<file path="config.mk">
export PLATFORM = sky130hd
export DESIGN_NAME = lfsr_rng_gen_flat
export DESIGN_NICKNAME = d
export VERILOG_FILES = /design/src/rtl/lfsr_rng_gen_if.sv /design/src/rtl/lfsr_rng_gen.sv /design/src/flat_wrapper.sv
export SDC_FILE = /design/constraint.sdc
export NUM_CORES = 1
export LEC_CHECK = 0
export BUFFER_PORTS_ARGS = -buffer_cell sky130_fd_sc_hd__buf_4
export CAP_MARGIN = 20
export CORE_ASPECT_RATIO = 1.4
export CORE_UTILIZATION = 57
export DETAILED_ROUTE_END_ITERATION = 6
export GPL_TIMING_DRIVEN = 0
export HOLD_SLACK_MARGIN = 0.08
export PLACE_DENSITY = 0.88
export SLEW_MARGIN = 5
export SYNTH_ARGS = -nofsm -noshare
export SYNTH_HDL_FRONTEND = slang
export SYNTH_SLANG_ARGS = --single-unit
</file>
<file path="constraint.sdc">
create_clock -name clk -period 2.05 [get_ports clk]
set_input_delay 0.3075 -clock clk [delete_from_list [all_inputs] [get_ports clk]]
set_output_delay 0.3075 -clock clk [all_outputs]
set_load 0.02 [all_outputs]
</file>
<file path="src/rtl/lfsr_rng_gen_if.sv">
// Request/valid bundle between a consumer and the LFSR random-number generator.
// The consumer drives the master side; the generator implements the slave side.
interface lfsr_rng_gen_if #(
    parameter int WIDTH = 15
);
    logic             en;
    logic             seed_load;
    logic [WIDTH-1:0] seed_in;
    logic             req;
    logic             busy;
    logic             valid;
    logic [WIDTH-1:0] rnd;

    modport master (
        output en,
        output seed_load,
        output seed_in,
        output req,
        input  busy,
        input  valid,
        input  rnd
    );

    modport slave (
        input  en,
        input  seed_load,
        input  seed_in,
        input  req,
        output busy,
        output valid,
        output rnd
    );
endinterface

</file>
<file path="src/rtl/lfsr_rng_gen.sv">
// Fibonacci LFSR random-number generator with request/valid handshake, runtime seed load
// and all-zero lockup recovery. Define RNG_RANGE_EN to range-limit samples by rejection.
module lfsr_rng_gen #(
    parameter int               WIDTH  = 15,
    parameter logic [WIDTH-1:0] TAPS   = 15'h6000,
    parameter logic [WIDTH-1:0] SEED   = 15'h000F,
    parameter int               SHIFTS = 15,
    parameter int               RANGE  = 120
) (
    input logic           clk,
    input logic           rst,
    lfsr_rng_gen_if.slave bus
);
    localparam int CW = $clog2(SHIFTS + 1);
    localparam logic [CW-1:0] LAST_STEP = CW'(SHIFTS - 1);

    if (WIDTH < 3 || SHIFTS < 1 || SEED == '0 || RANGE < 2) begin : g_bad_param
        $error("lfsr_rng_gen: illegal parameter combination");
    end

    typedef enum logic [1:0] {
        ST_IDLE,
        ST_SHIFT,
        ST_DONE
    } state_t;

    state_t           fsm_q, fsm_d;
    logic [WIDTH-1:0] lfsr_q, lfsr_d;
    logic [WIDTH-1:0] rnd_q, rnd_d;
    logic [CW-1:0]    cnt_q, cnt_d;
    logic             valid_q, valid_d;

    logic [WIDTH-1:0] tapped;
    logic             fb;
    logic [WIDTH-1:0] stepped;

    for (genvar gi = 0; gi < WIDTH; gi++) begin : g_tap
        assign tapped[gi] = lfsr_q[gi] & TAPS[gi];
    end

    assign fb      = ^tapped;
    assign stepped = {lfsr_q[WIDTH-2:0], fb};

`ifdef RNG_RANGE_EN
    localparam int RW = $clog2(RANGE);
    localparam logic [RW:0] RANGE_L = (RW + 1)'(RANGE);
    logic [RW-1:0] cand;
    logic          cand_ok;
    assign cand    = lfsr_q[RW-1:0];
    assign cand_ok = ({1'b0, cand} < RANGE_L);
`endif

    always_comb begin
        fsm_d   = fsm_q;
        lfsr_d  = lfsr_q;
        cnt_d   = cnt_q;
        rnd_d   = rnd_q;
        valid_d = 1'b0;

        case (fsm_q)
            ST_IDLE: begin
                // Free-running steps harvest entropy from the consumer's en timing.
                if (bus.en) begin
                    lfsr_d = stepped;
                end
                if (bus.req) begin
                    fsm_d = ST_SHIFT;
                    cnt_d = '0;
                end
            end
            ST_SHIFT: begin
                lfsr_d = stepped;
                cnt_d  = cnt_q + CW'(1);
                if (cnt_q == LAST_STEP) begin
                    fsm_d = ST_DONE;
                end
            end
            ST_DONE: begin
`ifdef RNG_RANGE_EN
                if (cand_ok) begin
                    rnd_d   = WIDTH'(cand);
                    valid_d = 1'b1;
                    fsm_d   = ST_IDLE;
                end else begin
                    fsm_d = ST_SHIFT;
                    cnt_d = '0;
                end
`else
                rnd_d   = lfsr_q;
                valid_d = 1'b1;
                fsm_d   = ST_IDLE;
`endif
            end
            default: begin
                fsm_d = ST_IDLE;
                cnt_d = '0;
            end
        endcase

        // A zero state would never leave zero; recover from a bad tap mask or seed.
        if (lfsr_q == '0) begin
            lfsr_d = SEED;
        end

        if (bus.seed_load) begin
            lfsr_d  = (bus.seed_in == '0) ? SEED : bus.seed_in;
            fsm_d   = ST_IDLE;
            cnt_d   = '0;
            rnd_d   = rnd_q;
            valid_d = 1'b0;
        end
    end

    always_ff @(posedge clk) begin
        if (!rst) begin
            fsm_q   <= ST_IDLE;
            lfsr_q  <= SEED;
            cnt_q   <= '0;
            rnd_q   <= '0;
            valid_q <= 1'b0;
        end else begin
            fsm_q   <= fsm_d;
            lfsr_q  <= lfsr_d;
            cnt_q   <= cnt_d;
            rnd_q   <= rnd_d;
            valid_q <= valid_d;
        end
    end

    assign bus.busy  = (fsm_q != ST_IDLE);
    assign bus.valid = valid_q;
    assign bus.rnd   = rnd_q;
endmodule

</file>
<file path="src/flat_wrapper.sv">
// flat-port wrapper written by rule: the top's interface ports become plain ports
module lfsr_rng_gen_flat 
#(
    parameter int               WIDTH  = 15,
    parameter logic [WIDTH-1:0] TAPS   = 15'h6000,
    parameter logic [WIDTH-1:0] SEED   = 15'h000F,
    parameter int               SHIFTS = 15,
    parameter int               RANGE  = 120
)
  (clk, rst, bus_en, bus_seed_load, bus_seed_in, bus_req, bus_busy, bus_valid, bus_rnd);
  lfsr_rng_gen_if #(.WIDTH(WIDTH)) bus_i ();
  input logic clk;
  input logic rst;
  input wire logic [$bits(bus_i.en)-1:0] bus_en;
  input wire logic [$bits(bus_i.seed_load)-1:0] bus_seed_load;
  input wire logic [$bits(bus_i.seed_in)-1:0] bus_seed_in;
  input wire logic [$bits(bus_i.req)-1:0] bus_req;
  output wire logic [$bits(bus_i.busy)-1:0] bus_busy;
  output wire logic [$bits(bus_i.valid)-1:0] bus_valid;
  output wire logic [$bits(bus_i.rnd)-1:0] bus_rnd;
  assign bus_i.en = bus_en;
  assign bus_i.seed_load = bus_seed_load;
  assign bus_i.seed_in = bus_seed_in;
  assign bus_i.req = bus_req;
  assign bus_busy = bus_i.busy;
  assign bus_valid = bus_i.valid;
  assign bus_rnd = bus_i.rnd;
  lfsr_rng_gen #(.WIDTH(WIDTH), .TAPS(TAPS), .SEED(SEED), .SHIFTS(SHIFTS), .RANGE(RANGE)) u_core (.clk(clk), .rst(rst), .bus(bus_i));
endmodule
</file>
## Yosys cells after proc, flatten, opt, wreduce, memory -nomap -nowiden

Index checks and enable logic that the tools add are counted.

| cells by class | value |
|---|---|
| add/sub/neg operators | 1 |
| equality and inequality tests | 6 |
| multiplexer cells | 11 |
| bitwise gates (word level) | 3 |
| reduce and logical (&&, ||, !) cells | 11 |

Operator list:

| kind | count |
|---|---|
| 15-bit 2-to-1 mux | 4 |
| 15-bit logical NOT | 2 |
| 15-bit case mux with 2 select lines | 1 |
| 15-bit XOR reduction | 1 |
| 4-bit case mux with 3 select lines | 1 |
| 2-bit AND reduction | 4 |
| 4-bit by 1-bit adder with 4-bit output, second input constant | 1 |
| 4-bit == test, second input constant | 1 |
| 2-bit 2-to-1 mux | 2 |
| 4-bit 2-to-1 mux | 1 |
| 4-bit by 3-bit != test with 1-bit output, second input constant | 1 |
| 2-bit case mux with 2 select lines | 1 |
| 4-bit nonzero test | 1 |
| 1-bit inverter | 3 |
| 2-bit by 1-bit == test with 1-bit output, second input constant | 1 |
| 2-bit == test, second input constant | 1 |
| 2-bit logical NOT | 1 |
| 2-bit by 1-bit != test with 1-bit output, second input constant | 1 |
| 2-bit != test, second input constant | 1 |
| 2-bit nonzero test | 1 |
| 2-bit OR reduction | 1 |
| 1-bit 2-to-1 mux | 1 |

| word-level totals | value |
|---|---|
| bits in registers | 37 |
| bits of input ports | 20 |
| output and inout bits | 17 |
| logic and storage cells | 37 |

## Logic depth before layout (Yosys ltp)

Gate-level depths: netlist of the first run.

| logic depth | value |
|---|---|
| word-level depth | 5 |
| gate-level depth with buffers | 6 |
| depth with buffers taken out | 4 |

## Worst setup path before layout of the first run

No wires, ideal clock.

| timing path | value |
|---|---|
| kind | register -> register |
| start point | register u_core.lfsr_q[13] |
| end point | register u_core.lfsr_q[10] |
| library setup time | 116 ps |
| arrival time | 1,198 ps |
| data required time | 1,934 ps |
| slack | 736 ps |
| cell stages (with the launch flop) | 6 |
| path buffers | 1 |
| clock period less this slack | 1,314 ps |
| cells stage by stage | dfxtp_1 nor4_1 a41o_2 nand2b_4 buf_6 o211a_1 |

| on the way | value |
|---|---|
| longest elaborated chain between the ends | 3 |
| elaborated cells between the ends (all ways) | 6 |
| those cells by class | 1 x eq/ne; 2 x mux; 3 x reduce/logical |

Ends and longest elaborated chain:

| what | line | text |
|---|---|---|
| start: declaration | lfsr_rng_gen.sv:28 | `logic [WIDTH-1:0] lfsr_q, lfsr_d;` |
| start signal: assignment | lfsr_rng_gen.sv:123 | `lfsr_q <= lfsr_d;` |
| 15-bit logical NOT (*) | lfsr_rng_gen.sv:101 | `if (lfsr_q == '0) begin` |
| 4-bit by 3-bit != test with 1-bit output (no line), or another cell as far along | n/a |  |
| 2-bit AND reduction (no line) / 15-bit 2-to-1 mux (equally long branches) | n/a |  |

Every way passes the cells marked *; elsewhere a longest branch is shown, timed or not.
A chain may end at the register's enable or synchronous reset.

## Worst setup path in the final report of the first run

| timing path | value |
|---|---|
| start point | register u_core.fsm_q[0] |
| end point | output bus_busy |

| on the way | value |
|---|---|
| longest elaborated chain between the ends | 1 |

Ends and longest elaborated chain:

| what | line | text |
|---|---|---|
| start: declaration | lfsr_rng_gen.sv:27 | `state_t fsm_q, fsm_d;` |
| start signal: assignment | lfsr_rng_gen.sv:122 | `fsm_q <= fsm_d;` |
| 2-bit nonzero test | lfsr_rng_gen.sv:130 | `assign bus.busy = (fsm_q != ST_IDLE);` |
| end: declaration | flat_wrapper.sv:18 | `output wire logic [$bits(bus_i.busy)-1:0] bus_busy;` |

No other way between the ends.

==> impl_results.md, run 1 <==
- Fin nets: 262
- Pleak: 0.8901 nW
- Finish-stage setup viols: 0
- Seq cells post-synth: 37
- Most common cell after layout, fill and taps aside: nand2_1
- Clock latency on the worst-skew pair: 0.35 ns
- Synth warn: 0
- # Post-CTS Setup Buffers: 0
- Status: finished, final reports clean
- Clock Pin Slew Worst Setup and Hold Paths: 0.11 ns
- GR Layer Usage met1: 30.64%
- RePlAce Congestion: 0.9303
- CTS tree: done
- Area of the die: 3147 µm²
- Critical path startpoint category: flop
- Initial Util: 61.78%
- First-pass GRT wire length: 6203 µm
- Initial DRC count: 54
- Met2 usage: 45.61%
- Synthesized net count: 220
- CP Max Fanout: 10
- Die width: 47.70 µm
- Synthesized cell area: 1667 µm²
- Most frequent cells in the layout: nand2_1, buf_4, dfxtp_1, nor2_1, a21boi_0
- Vias in the first global route: 1416
- CTS Buf Count: 5
- # port buffers: 35
- Via Count: 1525
- GRT Total Usage: 27.62%
- Resized cells post-CTS: 0
- Sequential element share of the synthesized area: 44.44%
- Post-synth top flop: dfxtp_1
- Hold Crit Class: in -> reg
- Worst-Margin Slew: 0.4694 ns
- Largest net degree at the start of global routing: 12
- Routed wire length: 3628 µm
- Power, Total: 1.289 mW
- Slew Limit Fails: 0
- Synth Instances: 198
- Clock Skew: 0.01019 ns
- Crit. End Element: primary output
- Ports: 37
- CTS max path bufs: 2
- Post-synthesis average cell area: 8.417 µm²
- Post-synth EDFFs: 0
- Wirelength per Cell: 13.10 µm
- Max Cap Viol: 0
- Sink Count: 37
- Yosys top cell area share: 44.44%
- Fin Setup TNS: 0 ns
- Leading area contributor after synthesis: dfxtp_1
- Final Hold Viols: 0
- Detail Route Antenna Nets: 0
- Layout cell share with drive strength beyond 1: 22.41%
- Critical path class: reg -> out
- Count of unique library cells instantiated by Yosys: 34
- Peak supply drop: 0.5083 mV
- Slew margin rel.: 68.64%
- Initial antenna violation count: 0
- Period utilization: 81.19%
- # rows: 22
- Via-to-Cell Ratio: 5.505
- Clk root buf: clkbuf_4
- Cells after DPL: 269
- Data arrival, critical path: 1.36 ns
- Met3 GRT Util: 7.104%
- RSZ-0062 raised after global routing: no
- Hold_buf cts: 0
- Ys async rst share: 0%
- DP HPWL: 2687 µm
- Ranking of synthesized cells by area: dfxtp_1, nand2_1, a21boi_0
- Max frequency: 600.9 MHz
- Critical Path RT: 1.74 ns
- Min cycle time layout: 1.664 ns
- Hold WS: 0.2268 ns
- Pre-antenna DRT Iters: 4
- PD cells: 636.2 nW/µm²
- H-tree Lvls: 2
- Antenna diodes: 0
- DRC violations left: 0
- Area Overhead vs Synth: 21.55%
- Top Usage Layer GRT: met2
- Non-Filler Instances: 277
- GRT Residual Overflow: 0
- Core Area: 2698 µm²
- Die H: 65.98 µm
## routing by layer
| metal | wire length [µm] | vias up |
|---|---|---|
| met3 | 206 | 10 |
| li1 | - | 771 |
| met2 | 1821 | 42 |
| met5 | 0 | - |
| met1 | 1529 | 702 |
| met4 | 70 | 0 |
## sequential cells by signal, summed over array words and instances (netlist names)
signal,count
u_core.fsm_q,2
u_core.lfsr_q,15
u_core.bus.valid,1
u_core.cnt_q,4
u_core.bus.rnd,15
## worst max-delay path, cell delays in order (launching register included)
cell	delay [ns]
dfxtp_1	0.35
buf_2	0.19
or2_2	0.30
buf_4	0.16
## synth_stat cells (all sizes together) (3+ instances only)
| master | instances |
|---|---|
| clkbuf | 4 |
| nand2 | 50 |
| dfxtp | 37 |
| buf | 7 |
| nand2b | 3 |
| nor4 | 6 |
| o21ai | 11 |
| a21oi | 3 |
| o211ai | 3 |
| o22a | 4 |
| a21boi | 15 |
| nor2 | 21 |
| o211a | 11 |
## per-stage QoR
| stage | cell area (µm²) | worst slack, ns | util (%) |
|---|---|---|---|
| 6_report | 2026 | 0.3857 | 75.09 |
| 5_1_grt | 2026 | 0.3355 | 75.09 |
| 3_3_place_gp | 1974 | 0.5675 | 73.19 |
| 3_5_place_dp | 1974 | 0.5441 | 73.19 |
| 4_1_cts | 2026 | 0.3781 | 75.09 |
| 2_1_floorplan | 1667 | 0.7358 | - |
## power breakdown
part | internal, mW | leakage (nW) | switching, mW | total, mW
combinational | 0.0770 | 0.556 | 0.0773 | 0.154
sequential | 0.743 | 0.302 | 0.0273 | 0.770
clock | 0.130 | 0.0320 | 0.234 | 0.365
## kinds of logic after synthesis
group / synth area share (%)
simple gates: 23.95
compound gates: 24.25
flops: 44.44
buf+inv: 4.279
xor+xnor: 1.577
fa+ha+maj: 1.501
## path summary, 6_finish.rpt
| kind | from | endpoint | slack, ns | cells past startpoint |
|---|---|---|---|---|
| setup / recovery | u_core.fsm_q[0] | bus_busy | 0.39 | 3 |
| hold reg to reg | u_core.bus.rnd[3] | u_core.bus.rnd[3] | 0.47 | 2 |
| setup reg to reg | u_core.lfsr_q[13] | u_core.lfsr_q[9] | 0.52 | 5 |
| hold / removal | bus_seed_in[0] | u_core.lfsr_q[0] | 0.23 | 3 |
## final cells by class
class / instances / area (µm²)
buffer: 11 / 63.81
timing repair buffer: 35 / 262.8
sequential: 37 / 740.7
clock inverter: 2 / 10.01
multi-input combinational: 148 / 854.6
tap: 36 / 45.04
fill: 228 / 671.9
clock buffer: 6 / 41.29
inverter: 2 / 7.507
Power figures use the tool's default switching activity.
==> run 2, diff against run 1 <==
--- a/config.mk
+++ b/config.mk
@@ -8,11 +8,11 @@
 export BUFFER_PORTS_ARGS = -buffer_cell sky130_fd_sc_hd__buf_4
 export CAP_MARGIN = 20
 export CORE_ASPECT_RATIO = 1.4
-export CORE_UTILIZATION = 57
+export CORE_UTILIZATION = 48
 export DETAILED_ROUTE_END_ITERATION = 6
 export GPL_TIMING_DRIVEN = 0
 export HOLD_SLACK_MARGIN = 0.08
-export PLACE_DENSITY = 0.88
+export PLACE_DENSITY = 0.8
 export SLEW_MARGIN = 5
 export SYNTH_ARGS = -nofsm -noshare
 export SYNTH_HDL_FRONTEND = slang
==> constraint.sdc (replaced) <==
create_clock -name clk -period 1.53 [get_ports clk]
set_input_delay 0.2295 -clock clk [delete_from_list [all_inputs] [get_ports clk]]
set_output_delay 0.2295 -clock clk [all_outputs]
set_load 0.02 [all_outputs]
==> impl_results.md, run 2 (synthesis gave the netlist of run 1 again) <==
- Status: finished, final reports clean
- Final Hold Viols: 0 (unchanged)
- Die width: 51.80 µm (+8.6%)
- Slew Limit Fails: 0 (unchanged)
- Most frequent cells in the layout: nand2_1, buf_4, dfxtp_1, nor2_1, a21boi_0
- Min cycle time layout: 1.499 ns
- Power, Total: 2.254 mW (+75%)
- Initial Util: 49.79% (-12 points)
- Via Count: 1565 (+2.6%)
- GRT Residual Overflow: 0 (unchanged)
- Area of the die: 3715 µm² (+18%)
- Critical-path cell list: nor4_1, a41o_2, buf_4, o21ai_0, o211a_1
- Peak supply drop: 1.533 mV (+200%)
- CTS tree: done
- PD cells: 1047 nW/µm² (+65%)
- Max Cap Viol: 0 (unchanged)
- Finish-stage setup viols: 0 (unchanged)
- Crit. End Element: flop
- Clock Pin Slew Worst Setup and Hold Paths: 0.07 ns (-0.04 ns)
- Hold_buf cts: 0 (unchanged)
- Area Overhead vs Synth: 29.20%
- DP HPWL: 2767 µm (+2.9%)
- Wirelength per Cell: 13.99 µm (+6.8%)
- First-pass GRT wire length: 6285 µm (+1.3%)
- Final Instance Area: 2153 µm² (+6.3%)
- Period utilization: 97.95%
- # port buffers: 35 (unchanged)
- Critical path startpoint category: flop
- Fin nets: 263 (+0.38%)
- Crit-path max cell delay: 0.36 ns (about the same)
- Core Util, Final: 64.34% (-11 points)
- Clock latency on the worst-skew pair: 0.29 ns (-0.06 ns)
- CTS max path bufs: 2 (unchanged)
- Max frequency: 667.3 MHz
- Vias in the first global route: 1406 (-0.71%)
- Data arrival, critical path: 1.68 ns (+0.32 ns)
- Pre-antenna DRT Iters: 5 (+1)
- Antenna diodes: 0 (unchanged)
- DRC violations left: 0 (unchanged)
- Pleak: 0.9381 nW (+5.4%)
- CP Max Fanout: 10 (unchanged)
- Most common cell after layout, fill and taps aside: nand2_1
- Placement Setup Slack: 0.03440 ns (-0.5097 ns)
- Fin Setup TNS: 0 ns (unchanged)
- # rows: 25 (+14%)
- Core Area: 3347 µm² (+24%)
- H-tree Lvls: 2 (unchanged)
- Clock Skew: 0.004040 ns (-0.006150 ns)
- Routed wire length: 3944 µm (+8.7%)
- Critical path class: reg -> reg
- Slew margin rel.: 69.05% (+0.41 points)
- Sink Count: 37 (unchanged)
- Worst-Margin Slew: 0.4642 ns (-0.005144 ns)
- Critical Path RT: 1.71 ns (-0.03 ns)
- GRT Total Usage: 22.55% (-5.1 points)
- Worst path bufs/invs: 1 (-1)
- Setup WS post-layout: 0.03132 ns (-0.3544 ns)
- Die H: 71.72 µm (+8.7%)
- Layout cell share with drive strength beyond 1: 25.62% (+3.2 points)
- Initial antenna violation count: 0 (unchanged)
- Top delay family on crit path: compound AO/OA/AOI/OAI gates
- RePlAce Congestion: 0.8360 (-10%)
- Hold Crit Class: in -> reg
- Ports: 37 (unchanged)
- CTS Buf Count: 5 (unchanged)
- RSZ-0062 raised after global routing: no
- Largest net degree at the start of global routing: 13 (+1)
- Detail Route Antenna Nets: 0 (unchanged)
- Initial DRC count: 60 (+11%)
- Clk root buf: clkbuf_8
- Slowest CP cell: dfxtp_1
- DP Area: 1979 µm² (+0.25%)
- Via-to-Cell Ratio: 5.550 (+0.80%)
==> run 2: cell types whose count changed in the layout (fill, tap and decap cells not counted), moves of 2 or more <==
| cell | change |
|---|---|
| buf_4 | +2 |
| bufinv_16 | +2 |
| clkbuf_4 | -5 |
| clkbuf_8 | +5 |
| dfxtp_1 | -2 |
| dfxtp_2 | +2 |
| nor4_1 | -2 |
| nor4_2 | +2 |
==> run 2: worst register-to-register path: cells and delay by family (launching register included) <==
| family | cells | cell delay [ns] |
|---|---|---|
| AO/OA/AOI/OAI | 3 | 0.56 |
| buffers and inverters | 1 | 0.19 |
| flip-flops | 1 | 0.36 |
| AND/OR/NAND/NOR | 1 | 0.29 |
==> run 2: report_power, final <==
group,internal (mW),switching (mW),leakage (nW)
logic,0.108,0.108,0.568
registers,0.995,0.0438,0.302
clock network,0.647,0.351,0.0681
==> run 2: cell type report <==
type | count | area [µm²]
fillers | 290 | 1194
multi-input cells | 148 | 882.1
flip-flops and latches | 37 | 743.2
repair buffers | 36 | 270.3
clock buffers | 5 | 68.82
plain buffers | 11 | 66.31
clock inverters | 3 | 65.06
well taps | 40 | 50.05
inverters | 2 | 7.507
==> run 2: per-stage QoR <==
stage / hold WS (ns) / instances
after floorplan: 0.3833 / 198
after global placement: 0.4528 / 273
after detailed placement: 0.4588 / 273
after CTS: 0.2265 / 281
after global routing: 0.2393 / 282
final: 0.2227 / 282
==> run 2: final timing paths <==
path | from | to | slack, ns | depth (start not counted)
max | u_core.lfsr_q[14] | u_core.lfsr_q[10] | 0.03 | 5
min | bus_req | u_core.fsm_q[0] | 0.22 | 3
max reg2reg | u_core.lfsr_q[14] | u_core.lfsr_q[10] | 0.03 | 5
min reg2reg | u_core.bus.rnd[1] | u_core.bus.rnd[1] | 0.46 | 2
==> run 2: timing repair <==
item | 4_1_cts | 5_1_grt
setup endpoints to repair | 0 | 20
gates resized for setup | 0 | 9
setup buffers | 0 | 1
==> run 2: layer usage <==
metal / up-vias / wire, µm / GRT usage [%]
met5: - / 0 / 0
met4: 0 / 93 / 13.21
met3: 9 / 200 / 4.246
met2: 57 / 1996 / 37.09
met1: 729 / 1654 / 26.73
li1: 770 / - / -
